<file path="config.mk">
export PLATFORM = sky130hd
export DESIGN_NAME = pipe_stage_reg_flat
export DESIGN_NICKNAME = d
export VERILOG_FILES = /design/src/rtl/pipe_stage_reg_if.sv /design/src/rtl/pipe_stage_reg.sv /design/src/flat_wrapper.sv
export SDC_FILE = /design/constraint.sdc
export NUM_CORES = 1
export LEC_CHECK = 0
export BUFFER_PORTS_ARGS = -buffer_cell sky130_fd_sc_hd__buf_2
export CAP_MARGIN = 5
export CORE_MARGIN = 4
export CORE_UTILIZATION = 57
export DETAILED_ROUTE_END_ITERATION = 6
export MAX_ROUTING_LAYER = met4
export PLACE_DENSITY = 0.95
export SLEW_MARGIN = 30
export SYNTH_ARGS = -nofsm -noshare
export SYNTH_HDL_FRONTEND = slang
export SYNTH_SLANG_ARGS = --single-unit
</file>
<file path="constraint.sdc">
create_clock -name clk -period 4.55 [get_ports clk]
set_input_delay 0.6825 -clock clk [delete_from_list [all_inputs] [get_ports clk]]
set_output_delay 0.6825 -clock clk [all_outputs]
set_load 0.01 [all_outputs]
</file>
<file path="src/rtl/pipe_stage_reg_if.sv">
// Handshake and payload bundle for one pipeline stage register.
// The master drives upstream beats and downstream ready; the slave is the stage.
interface pipe_stage_reg_if #(
  parameter int KEEP_W = 32,
  parameter int KILL_W = 74,
  parameter int EXP_W  = 3,
  parameter int N_EXP  = 2
);
  logic              flush;
  logic              in_valid;
  logic              in_ready;
  logic [KEEP_W-1:0] in_keep;
  logic [KILL_W-1:0] in_kill;
  logic [EXP_W-1:0]  in_exp_code;
  logic [N_EXP-1:0]  exp_req;
  logic              out_valid;
  logic              out_ready;
  logic [KEEP_W-1:0] out_keep;
  logic [KILL_W-1:0] out_kill;
  logic [EXP_W-1:0]  out_exp_code;
  logic [1:0]        occupancy;

  modport master (
    output flush, in_valid, in_keep, in_kill, in_exp_code, exp_req, out_ready,
    input  in_ready, out_valid, out_keep, out_kill, out_exp_code, occupancy
  );

  modport slave (
    input  flush, in_valid, in_keep, in_kill, in_exp_code, exp_req, out_ready,
    output in_ready, out_valid, out_keep, out_kill, out_exp_code, occupancy
  );
endinterface

</file>
<file path="src/rtl/pipe_stage_reg.sv">
// Two-entry skid pipeline register with exception capture and flush.
// Main entry drives the outputs; skid absorbs one beat while main is stalled.
module pipe_stage_reg #(
  parameter int                KEEP_W   = 32,
  parameter int                KILL_W   = 74,
  parameter logic [KILL_W-1:0] KILL_NOP = {KILL_W{1'b0}},
  parameter int                EXP_W    = 3,
  parameter int                N_EXP    = 2
) (
  input logic             clk,
  input logic             reset,
  pipe_stage_reg_if.slave bus
);

  logic              main_valid_q, main_valid_d;
  logic [KEEP_W-1:0] main_keep_q,  main_keep_d;
  logic [KILL_W-1:0] main_kill_q,  main_kill_d;
  logic [EXP_W-1:0]  main_code_q,  main_code_d;
  logic              skid_valid_q, skid_valid_d;
  logic [KEEP_W-1:0] skid_keep_q,  skid_keep_d;
  logic [KILL_W-1:0] skid_kill_q,  skid_kill_d;
  logic [EXP_W-1:0]  skid_code_q,  skid_code_d;
  logic              in_ready_q,   in_ready_d;

  logic              accept;
  logic              xfer;
  logic [KILL_W-1:0] inc_kill;
  logic [EXP_W-1:0]  inc_code;

  assign accept = bus.in_valid & in_ready_q;
  assign xfer   = main_valid_q & bus.out_ready;

  // Descending scan so the lowest set request is the one left standing.
  always_comb begin
    inc_kill = bus.in_kill;
    inc_code = bus.in_exp_code;
    for (int i = N_EXP - 1; i >= 0; i--) begin
      if (bus.exp_req[i]) begin
        inc_kill = KILL_NOP;
        inc_code = EXP_W'(i + 1);
      end
    end
  end

  always_comb begin
    main_valid_d = main_valid_q;
    main_keep_d  = main_keep_q;
    main_kill_d  = main_kill_q;
    main_code_d  = main_code_q;
    skid_valid_d = skid_valid_q;
    skid_keep_d  = skid_keep_q;
    skid_kill_d  = skid_kill_q;
    skid_code_d  = skid_code_q;

    if (bus.flush) begin
      main_valid_d = 1'b0;
      main_keep_d  = '0;
      main_kill_d  = KILL_NOP;
      main_code_d  = '0;
      skid_valid_d = 1'b0;
      skid_keep_d  = '0;
      skid_kill_d  = KILL_NOP;
      skid_code_d  = '0;
    end else if (!main_valid_q || xfer) begin
      // Skid is always older than anything arriving now, so it refills main first.
      if (skid_valid_q) begin
        main_valid_d = 1'b1;
        main_keep_d  = skid_keep_q;
        main_kill_d  = skid_kill_q;
        main_code_d  = skid_code_q;
        skid_valid_d = 1'b0;
      end else if (accept) begin
        main_valid_d = 1'b1;
        main_keep_d  = bus.in_keep;
        main_kill_d  = inc_kill;
        main_code_d  = inc_code;
      end else begin
        main_valid_d = 1'b0;
      end
    end else if (accept) begin
      skid_valid_d = 1'b1;
      skid_keep_d  = bus.in_keep;
      skid_kill_d  = inc_kill;
      skid_code_d  = inc_code;
    end

    in_ready_d = !skid_valid_d;
  end

  always_ff @(posedge clk or negedge reset) begin
    if (!reset) begin
      main_valid_q <= 1'b0;
      main_keep_q  <= '0;
      main_kill_q  <= KILL_NOP;
      main_code_q  <= '0;
      skid_valid_q <= 1'b0;
      skid_keep_q  <= '0;
      skid_kill_q  <= KILL_NOP;
      skid_code_q  <= '0;
      in_ready_q   <= 1'b1;
    end else begin
      main_valid_q <= main_valid_d;
      main_keep_q  <= main_keep_d;
      main_kill_q  <= main_kill_d;
      main_code_q  <= main_code_d;
      skid_valid_q <= skid_valid_d;
      skid_keep_q  <= skid_keep_d;
      skid_kill_q  <= skid_kill_d;
      skid_code_q  <= skid_code_d;
      in_ready_q   <= in_ready_d;
    end
  end

  assign bus.in_ready     = in_ready_q;
  assign bus.out_valid    = main_valid_q;
  assign bus.out_keep     = main_keep_q;
  assign bus.out_kill     = main_kill_q;
  assign bus.out_exp_code = main_code_q;
  assign bus.occupancy    = 2'(main_valid_q) + 2'(skid_valid_q);

endmodule

</file>
<file path="src/flat_wrapper.sv">
// flat-port wrapper written by rule: the top's interface ports become plain ports
module pipe_stage_reg_flat 
#(
  parameter int                KEEP_W   = 32,
  parameter int                KILL_W   = 74,
  parameter logic [KILL_W-1:0] KILL_NOP = {KILL_W{1'b0}},
  parameter int                EXP_W    = 3,
  parameter int                N_EXP    = 2
)
  (clk, reset, bus_flush, bus_in_valid, bus_in_keep, bus_in_kill, bus_in_exp_code, bus_exp_req, bus_out_ready, bus_in_ready, bus_out_valid, bus_out_keep, bus_out_kill, bus_out_exp_code, bus_occupancy);
  pipe_stage_reg_if #(.KEEP_W(KEEP_W), .KILL_W(KILL_W), .EXP_W(EXP_W), .N_EXP(N_EXP)) bus_i ();
  input logic clk;
  input logic reset;
  input wire logic [$bits(bus_i.flush)-1:0] bus_flush;
  input wire logic [$bits(bus_i.in_valid)-1:0] bus_in_valid;
  input wire logic [$bits(bus_i.in_keep)-1:0] bus_in_keep;
  input wire logic [$bits(bus_i.in_kill)-1:0] bus_in_kill;
  input wire logic [$bits(bus_i.in_exp_code)-1:0] bus_in_exp_code;
  input wire logic [$bits(bus_i.exp_req)-1:0] bus_exp_req;
  input wire logic [$bits(bus_i.out_ready)-1:0] bus_out_ready;
  output wire logic [$bits(bus_i.in_ready)-1:0] bus_in_ready;
  output wire logic [$bits(bus_i.out_valid)-1:0] bus_out_valid;
  output wire logic [$bits(bus_i.out_keep)-1:0] bus_out_keep;
  output wire logic [$bits(bus_i.out_kill)-1:0] bus_out_kill;
  output wire logic [$bits(bus_i.out_exp_code)-1:0] bus_out_exp_code;
  output wire logic [$bits(bus_i.occupancy)-1:0] bus_occupancy;
  assign bus_i.flush = bus_flush;
  assign bus_i.in_valid = bus_in_valid;
  assign bus_i.in_keep = bus_in_keep;
  assign bus_i.in_kill = bus_in_kill;
  assign bus_i.in_exp_code = bus_in_exp_code;
  assign bus_i.exp_req = bus_exp_req;
  assign bus_i.out_ready = bus_out_ready;
  assign bus_in_ready = bus_i.in_ready;
  assign bus_out_valid = bus_i.out_valid;
  assign bus_out_keep = bus_i.out_keep;
  assign bus_out_kill = bus_i.out_kill;
  assign bus_out_exp_code = bus_i.out_exp_code;
  assign bus_occupancy = bus_i.occupancy;
  pipe_stage_reg #(.KEEP_W(KEEP_W), .KILL_W(KILL_W), .KILL_NOP(KILL_NOP), .EXP_W(EXP_W), .N_EXP(N_EXP)) u_core (.clk(clk), .reset(reset), .bus(bus_i));
endmodule
</file>
==> flow_summary.ini <==
[detailed_routing]
wl_per_cell_um = 22.1
drtIter0Drc = 634
via_count = 6817
postRouteAntennaNets = 0
wl_um = 23000
viasPerCell = 6.55
drc = 5
dr.pass1.iters = 7

[clocking]
clk_pin_slew_ns = 0.07
cts_setup_buffers = 0
clk_path_buf_depth = 3
postCtsResizedCells = 0
cts-root-buf = clkbuf_16
clock-sinks = 221
cts_hold_buffers = 0
cts_buffers = 22
cts_max_level = 1
insertion_delay_ns = 0.49
cts_tree = done

[synth]
yosysWarnings = 0
synthArstFlopShare_pct = 100
synth_top_family_by_area = compound AO/OA/AOI/OAI gates
synth-xor-area-share_pct = 0
netlist_area_um2 = 8790
synth-compound-area-share_pct = 28.7
synth.top_cell.area_share_pct = 62.6
synth_commonest_cells = dfrtp_1, a22o_1, o2bb2ai_1, a22oi_1, clkbuf_1
netlist_instances = 639
yosysSeqAreaShare_pct = 62.9
synthSimpleGateAreaFrac_pct = 1.12
synth_area_leader_cell = dfrtp_1
synth_fp_nets = 756
synth_edf_count = 0
synthAdderAreaFrac_pct = 0.142
synth.distinct_cells = 30
muxShareOfSynthArea_pct = 3.64
synth_seq_cells = 221
ys_top_cells_by_area = dfrtp_1, a22o_1, o2bb2ai_1
syn_avg_cell_area_um2 = 13.8
ys.flop_type = dfrtp_1
yosysMostFrequentCell = dfrtp_1

[floorplanning]
fp.dieArea_um2 = 17500
core-area_um2 = 15100
ios = 229
die_y_um = 132
start_util_pct = 58.0
row_count = 45
fp.dieW_um = 132

[power]
power.density_nw_per_um2 = 387
combPwrFrac_pct = 8.5
p_clk_share_pct = 42.4
static-leakage-power_nw = 5.25
p_sw_w = 0.00104
p_int_w = 0.00314
ir_worst_vdd_v = 0.000207
power_w = 0.00418
p_seq_share_pct = 49.1
sw_frac_of_total_pct = 24.9

[final_layout]
antenna_cells = 0
layout.nets = 953
final_area_um2 = 10800
syn2layout_area_growth_pct = 22.9
layoutNonFillerInstCount = 1040
layout-drive-gt1-share_pct = 34.0
nFillCells = 968

[timing]
finalHoldViolations = 0
drv_slew = 0
rsz0062_at_grt = false
slew-limit-headroom_pct = 38.7
setup_viol = 0
setup_tns_ns = 0
fin_crit_sh_pct = 59.4
final.setup_skew_ns = 0.00565
tightestPinTransition_ns = 0.920
post-route-min-period_ns = 2.70
timing.fmax_mhz = 370

[worst_setup_path]
slowest_stage = dfrtp_4
cp_num_cells = 5
crit_path_start = u_core.skid_valid_q
critPathMaxFanout = 66
crit_top_cell = buf_4
path_cells = buf_4 > nor3_2 > buf_4 > a22oi_1 > o2bb2ai_1
r2r_cells = 5
crit_path_start_kind = flop
worstPathArrival_ns = 3.06
cpPeakStageDelay_ns = 0.94
path_class = reg2reg
endpoint_kind = flop
crit_end = u_core.bus.out_kill[10]
timing.rr.start = u_core.skid_valid_q
r2r_end = u_core.bus.out_kill[10]
crit_buf_inv = 2
cp_top_family = buffers and inverters
required_ns = 4.90
regToRegSetupSlack_ns = 1.85

[grt]
grt_pass1_wl_um = 37000
antenna_found_initial = 0
grt_pass1_vias = 6983
grt_usage_pct = 26.0
gr-total-overflow = 0
grt_max_degree = 131

[status]
status = finished, violations left
violations = design-rule violations

[placed_design]
place_congestion = 0.826
hpwl_um = 14100
placedCellCount = 999
placed_area_um2 = 10100
portBuffers = 228

[flow_run]
cap_violations = 0

[worst_hold_path]
worst_hold_path_type = in2async
[per-stage QoR]
stage | hold WS, ns | util [%] | worst slack (ns)
CTS | 0.400 | 71.1 | 1.87
global route | 0.103 | 71.3 | 1.71
floorplan | 0.387 | - | 2.71
global placement | 0.467 | 66.2 | 1.90
detailed placement | 0.468 | 66.4 | 1.86
finish | 0.0859 | 71.3 | 1.85
[power by group through the flow]
stage	logic [W]	registers (W)	clock network, W
after CTS	0.000353	0.00205	0.00180
after floorplan	0.000144	0.00210	0
after detailed placement	0.000351	0.00209	0
after global placement	0.000339	0.00209	0
final	0.000354	0.00205	0.00177
after global routing	0.000387	0.00206	0.00188
[final cells by class]
class                   instances  area [µm²]  area share (%)
inverters                       1        3.75          0.0348
well taps                     188         235            2.18
repair buffers                241        1310            12.1
clock inverters                12        85.1           0.788
flip-flops and latches        221        5540            51.2
clock buffers                  28         634            5.87
multi-input cells             349        3000            27.8
[how the worst min path moves through the flow]
stage                                  startpoint                         end  cells after the start
after floorplan                             reset  u_core.bus.out_exp_code[0]                      0
after global placement    u_core.bus.out_kill[30]     u_core.bus.out_kill[30]                      1
after detailed placement  u_core.bus.out_keep[31]     u_core.bus.out_keep[31]                      1
after global routing                        reset       u_core.skid_code_q[0]                      1
after CTS                                   reset       u_core.skid_code_q[2]                      1
final                                       reset      u_core.skid_kill_q[53]                      1
[state kept, by name, summed over array words and instances, names as in the netlist]
| signal | cells |
|---|---|
| u_core.bus.out_kill | 74 |
| u_core.skid_kill_q | 74 |
| u_core.bus.out_keep | 32 |
| u_core.skid_keep_q | 32 |
| u_core.bus.out_exp_code | 3 |
| u_core.skid_code_q | 3 |
| u_core.bus.in_ready | 1 |
| u_core.bus.out_valid | 1 |
| u_core.skid_valid_q | 1 |
[routing by layer]
layer	up-vias	part of all wire (%)	GRT usage, %
li1	2933	-	-
met3	63	7.2	3.21
met2	336	48	40.0
met4	0	2.8	8.55
met5	-	0	-
met1	3485	42	36.7
[kinds of logic (layout without fill, tap and decap cells)]
kind of cell | Yosys count | after routing
flip-flops | 221 | 221
multiplexers | 32 | 32
buffers and inverters | 69 | 282
AO/OA/AOI/OAI | 300 | 300
adder cells (fa/ha/maj) | 1 | 1
AND/OR/NAND/NOR | 16 | 16
[layout by cell type, fill, tap and decap left out, types with 2 or more instances in the layout]
master,instances
a22o_1,109
clkinvlp_4,4
nand2b_1,2
dfrtp_1,219
clkbuf_8,4
clkinv_4,4
a22oi_1,75
nor2b_1,3
buf_4,9
o2bb2ai_1,108
nor2_1,3
nand2_1,2
clkinv_2,4
mux2i_1,32
buf_2,227
buf_12,3
clkbuf_16,23
Power figures use the tool's default switching activity.
